File: config.mk
export PLATFORM = sky130hd
export DESIGN_NAME = exe_alu_stage
export DESIGN_NICKNAME = d
export VERILOG_FILES = /design/src/rtl/exe_alu_stage.sv
export SDC_FILE = /design/constraint.sdc
export NUM_CORES = 1
export LEC_CHECK = 0
export CAP_MARGIN = 40
export CORE_MARGIN = 10
export CORE_UTILIZATION = 45
export CTS_CLUSTER_DIAMETER = 80
export DETAILED_ROUTE_END_ITERATION = 12
export MAX_ROUTING_LAYER = met4
export PLACE_DENSITY = 0.78
export SETUP_SLACK_MARGIN = 0.2
export SLEW_MARGIN = 30
export SYNTH_ARGS = -nofsm -noshare
export SYNTH_HDL_FRONTEND = slang
export SYNTH_SLANG_ARGS = --single-unit
File: constraint.sdc
create_clock -name clk -period 4.95 [get_ports clk]
set_input_delay 0.7425 -clock clk [delete_from_list [all_inputs] [get_ports clk]]
set_output_delay 0.7425 -clock clk [all_outputs]
set_load 0.01 [all_outputs]
File: src/rtl/exe_alu_stage.sv
// EXE stage: ARM data-processing ALU, NZCV status register, EXE/MEM pipeline register
// and the combinational branch target for IF.
module exe_alu_stage #(
  parameter int unsigned DATA_W = 32,
  parameter int unsigned REG_W  = 4
) (
  input  logic              clk,
  input  logic              rst_n,
  input  logic              freeze,
  input  logic              flush,
  input  logic              valid_in,
  input  logic [3:0]        exe_cmd,
  input  logic              s_in,
  input  logic [DATA_W-1:0] val1,
  input  logic [DATA_W-1:0] val2,
  input  logic [DATA_W-1:0] pc_in,
  input  logic [23:0]       imm24,
  input  logic              wb_en_in,
  input  logic              mem_r_en_in,
  input  logic              mem_w_en_in,
  input  logic [REG_W-1:0]  dest_in,
  input  logic [DATA_W-1:0] st_val_in,
  output logic [DATA_W-1:0] alu_res_q,
  output logic [DATA_W-1:0] st_val_q,
  output logic [REG_W-1:0]  dest_q,
  output logic              wb_en_q,
  output logic              mem_r_en_q,
  output logic              mem_w_en_q,
  output logic              valid_q,
  output logic [3:0]        status_q,
  output logic [DATA_W-1:0] branch_addr
);

  localparam int unsigned SUM_W = DATA_W + 1;
  localparam int unsigned MSB   = DATA_W - 1;
  localparam int unsigned EXT_W = DATA_W - 24;

  localparam logic [3:0] CMD_MOV = 4'b0001;
  localparam logic [3:0] CMD_MVN = 4'b1001;
  localparam logic [3:0] CMD_ADD = 4'b0010;
  localparam logic [3:0] CMD_ADC = 4'b0011;
  localparam logic [3:0] CMD_SUB = 4'b0100;
  localparam logic [3:0] CMD_SBC = 4'b0101;
  localparam logic [3:0] CMD_AND = 4'b0110;
  localparam logic [3:0] CMD_ORR = 4'b0111;
  localparam logic [3:0] CMD_EOR = 4'b1000;

  logic [DATA_W-1:0] res;
  logic [SUM_W-1:0]  sum;
  logic              c_cur;
  logic              v_cur;
  logic              c_next;
  logic              v_next;
  logic [3:0]        status_next;
  logic              status_upd;
  logic              carry_q;

  assign c_cur   = status_q[1];
  assign v_cur   = status_q[0];
  assign carry_q = status_q[1];

  // ALU: subtraction is a + ~b + carry-in, so C=1 means no borrow
  always_comb begin
    res    = '0;
    sum    = '0;
    c_next = c_cur;
    v_next = v_cur;
    unique case (exe_cmd)
      CMD_MOV: res = val2;
      CMD_MVN: res = ~val2;
      CMD_ADD, CMD_ADC: begin
        sum    = {1'b0, val1} + {1'b0, val2}
               + ((exe_cmd == CMD_ADC) ? SUM_W'(carry_q) : SUM_W'(0));
        res    = sum[MSB:0];
        c_next = sum[DATA_W];
        v_next = (val1[MSB] == val2[MSB]) && (res[MSB] != val1[MSB]);
      end
      CMD_SUB, CMD_SBC: begin
        sum    = {1'b0, val1} + {1'b0, ~val2}
               + ((exe_cmd == CMD_SBC) ? SUM_W'(carry_q) : SUM_W'(1));
        res    = sum[MSB:0];
        c_next = sum[DATA_W];
        v_next = (val1[MSB] != val2[MSB]) && (res[MSB] != val1[MSB]);
      end
      CMD_AND: res = val1 & val2;
      CMD_ORR: res = val1 | val2;
      CMD_EOR: res = val1 ^ val2;
      default: res = '0;
    endcase
    status_next = {res[MSB], (res == '0), c_next, v_next};
  end

  assign status_upd = valid_in & s_in & ~freeze & ~flush;

  // Status register: only flag-setting real instructions that actually advance
  always_ff @(posedge clk or negedge rst_n) begin
    if (!rst_n) begin
      status_q <= 4'b0000;
    end else if (status_upd) begin
      status_q <= status_next;
    end
  end

  // EXE/MEM register: freeze holds everything, flush bubbles control only
  always_ff @(posedge clk or negedge rst_n) begin
    if (!rst_n) begin
      alu_res_q  <= '0;
      st_val_q   <= '0;
      dest_q     <= '0;
      wb_en_q    <= 1'b0;
      mem_r_en_q <= 1'b0;
      mem_w_en_q <= 1'b0;
      valid_q    <= 1'b0;
    end else if (freeze) begin
      alu_res_q  <= alu_res_q;
    end else if (flush) begin
      wb_en_q    <= 1'b0;
      mem_r_en_q <= 1'b0;
      mem_w_en_q <= 1'b0;
      valid_q    <= 1'b0;
    end else begin
      alu_res_q  <= res;
      st_val_q   <= st_val_in;
      dest_q     <= dest_in;
      wb_en_q    <= wb_en_in & valid_in;
      mem_r_en_q <= mem_r_en_in & valid_in;
      mem_w_en_q <= mem_w_en_in & valid_in;
      valid_q    <= valid_in;
    end
  end

  assign branch_addr = pc_in + ({{EXT_W{imm24[23]}}, imm24} << 2);

endmodule

==> flow_metrics.tcl <==
set metrics [dict create \
    crit_chain "clkdlybuf4s50_1 -> nor3b_4 -> nand3_1 -> fa_2 -> inv_1 -> fa_2 -> a21oi_1 -> o21ai_1 -> a31oi_2 -> o31ai_2 -> a221oi_2 -> o41ai_2 -> buf_4 -> nand2_1 -> a311o_1 -> o32ai_2 -> nand2_1 -> o41ai_2" \
    antenna_found_initial 0 \
    tritoncts "yes" \
    worstSetupPathType "input port to flop" \
    slew_headroom_pct 50.25 \
    vias 11943 \
    p_per_area_nw_per_um2 219.0 \
    dp_hpwl_um 33650 \
    drtIter0Drc 1212 \
    core_area_um2 22710 \
    ff2ff_path_depth 17 \
    avgSynthCellArea_um2 7.390 \
    synth-main-ff-cell "dfrtp_1" \
    reg2reg_to "status_q[2]" \
    synth_fa_ha_area_share_pct 15.86 \
    insertedDiodeCount 0 \
    critPathLaunchType "input port" \
    cp_data_arrival_time_ns 4.82 \
    place_congestion 0.9978 \
    fin_cells 2014 \
    endpoint_kind "flop" \
    finalSetupViolations 0 \
    rsz0062_at_grt "no" \
    synthXorXnorAreaFrac_pct 5.131 \
    muxShareOfSynthArea_pct 1.430 \
    rows 55 \
    yosys.area.top_type "dfrtp_1" \
    synth_nets 1707 \
    area_growth_pct 38.39 \
    root_buffer "clkbuf_16" \
    dpl.cell_count 1996 \
    drc_errors 0 \
    synth_area_um2 10410 \
    synth_top_family_by_area "compound AO/OA/AOI/OAI gates" \
    grt.total_usage_pct 27.89 \
    rr_startpoint "status_q[1]" \
    slowest_delay_ns 0.47 \
    io_pins 277 \
    initial_core_util_pct 45.85 \
    hold_slack_ns 0.4122 \
    htreeDepth 3 \
    min_period_ns 4.578 \
    cp.depth 18 \
    post-place-ws_ns -0.2291 \
    synth_compound_area_share_pct 29.66 \
    synthSimpleGateAreaFrac_pct 22.29 \
    yosysWarnings 0 \
    post-route-period-util_pct 92.49 \
    drt_wl_total_um 41760 \
    outcome "finished, final reports clean" \
    critPathMaxFanout 2 \
    ant_nets 0 \
    grt_pass1_vias 11796 \
    cpLargestDelayFamily "compound AO/OA/AOI/OAI gates" \
    slew_violations 0 \
    drive_gt1_share_pct 11.51 \
    p_leak_uw 0.006570 \
    synth_cells 1409 \
    die_area_um2 29620 \
    die_h_um 172.1 \
    grt_pass1_wl_um 64310 \
    clk_pin_slew_worst_paths_ns 0.07 \
    layout_setup_ws_ns 0.3717 \
    startpoint "exe_cmd[1]" \
    synth.yosys.seq_area_share_pct 18.26 \
    viasPerCell 5.930 \
    clock_latency_ns 0.34 \
    grt_max_degree 55 \
    numPortBuffers 272 \
    synthTopCellsByArea "dfrtp_1 (18%), ha_1 (15%), nand2_1 (7.8%), a21oi_1 (4.9%), o21ai_0 (4.2%)" \
    grt-ovfl-total 0 \
    numClockSinks 76 \
    crit_required_ns 5.19 \
    wl_per_cell_um 20.73 \
    nets 2022 \
    hold_viol_final 0 \
    crit_end "status_q[2]" \
    synth_cell_types 85 \
    numCtsBuffers 9 \
    slowest_stage "clkdlybuf4s50_1" \
    tightest_slew_ns 0.7463 \
    synth.top_cell.area_share_pct 18.26 \
    skew_ns 0.01191 \
    r2r_slack_ns 0.88 \
    die_w_um 172.1 \
    drt-pass1-iter-count 5 \
    async_flop_share_pct 100.0 \
    path_buf_inv 3 \
    cap_violations 0 \
    fmax_ghz 0.2184 \
    synth-edff-count 0 \
    synth-seq-cells 76 \
    ir_worst_vdd_v 0.0001769 \
    clockBufferDepth 2 \
    min_path_type "input port to async pin" \
]
[worst min-delay path by stage]
stage                        end  cells past startpoint  slack, ns    startpoint
detailed placement  st_val_q[15]                      2       0.46  st_val_q[15]
floorplan           alu_res_q[0]                      0       0.45         rst_n
finish                 dest_q[0]                      1       0.41         rst_n
global route        st_val_q[19]                      1       0.45         rst_n
global placement    st_val_q[15]                      2       0.46  st_val_q[15]
CTS                 st_val_q[19]                      1       0.43         rst_n
[placed cells by master, fill, tap and decap left out, types with 21 or more instances in the layout]
cell,synthesis,final
a211oi_1,28,27
ha_1,124,123
nor3_1,21,21
inv_1,110,109
dfrtp_1,76,76
buf_4,6,111
nand3_1,27,26
nor2_1,99,98
clkdlybuf4s50_1,0,260
o21ai_0,87,83
xnor2_1,34,34
xor2_1,27,27
a21o_1,30,30
nand2_1,217,217
a21oi_1,102,100
[registers in the layout, indices dropped and copies added, names as in the netlist]
name / flops
status_q: 4
mem_r_en_q: 1
mem_w_en_q: 1
st_val_q: 32
wb_en_q: 1
dest_q: 4
alu_res_q: 32
valid_q: 1
[cells in the mapped netlist (11+ instances only)]
| cell | n |
|---|---|
| a211oi_1 | 28 |
| a21o_1 | 30 |
| a21oi_1 | 102 |
| a22oi_1 | 11 |
| a31oi_1 | 18 |
| buf_2 | 16 |
| clkbuf_1 | 50 |
| dfrtp_1 | 76 |
| ha_1 | 124 |
| inv_1 | 110 |
| nand2_1 | 217 |
| nand2b_1 | 17 |
| nand3_1 | 27 |
| nand4_1 | 15 |
| nor2_1 | 99 |
| nor2b_1 | 20 |
| nor3_1 | 21 |
| nor4_1 | 11 |
| o211ai_1 | 17 |
| o21ai_0 | 87 |
| o22ai_1 | 11 |
| o31ai_1 | 11 |
| xnor2_1 | 34 |
| xor2_1 | 27 |
[per-layer routing]
layer	vias up	wire length (um)	track usage, %
li1	5671	-	-
met1	5601	17830	34.81
met2	579	18410	43.80
met3	92	4171	5.928
met4	0	1351	9.820
met5	-	0	-
[stage by stage]
stage / TNS (ns) / power, uW / cell area (um^2) / util (%)
floorplan: 0 / 1649 / 10540 / -
global placement: -0.4402 / 2474 / 14020 / 61.75
detailed placement: -0.8787 / 2496 / 14040 / 61.84
CTS: 0 / 3146 / 14360 / 63.25
global route: 0 / 3344 / 14410 / 63.45
finish: 0 / 3155 / 14410 / 63.45
[layout make-up]
type	count	area, um^2
clock inverters	7	65.06
multi-input cells	1144	7911
well taps	285	356.6
flip-flops and latches	76	1902
inverters	110	412.9
repair buffers	383	3537
fillers	2015	8299
clock buffers	9	225.2
[cells by family (layout without fill, tap and decap cells)]
logic type | count (synthesis) | in the layout
AO/OA/AOI/OAI | 444 | 444
XOR/XNOR | 61 | 61
multiplexers | 14 | 14
adder cells (fa/ha/maj) | 129 | 129
flip-flops | 76 | 76
buffers and inverters | 189 | 509
AND/OR/NAND/NOR | 496 | 496
[power breakdown]
group / internal [uW] / switching (uW)
Combinational: 832 / 909
Sequential: 715 / 55.9
Clock: 352 / 291
Total: 1900 / 1260
[timing repair]
action                     in CTS  in global routing
buffers inserted                0                  2
pin swaps                       1                  6
gates resized for setup        22                 27
hold endpoints to repair        0                  0
hold buffers                    0                  0
setup endpoints to repair      10                 12
Power figures use the tool's default switching activity.
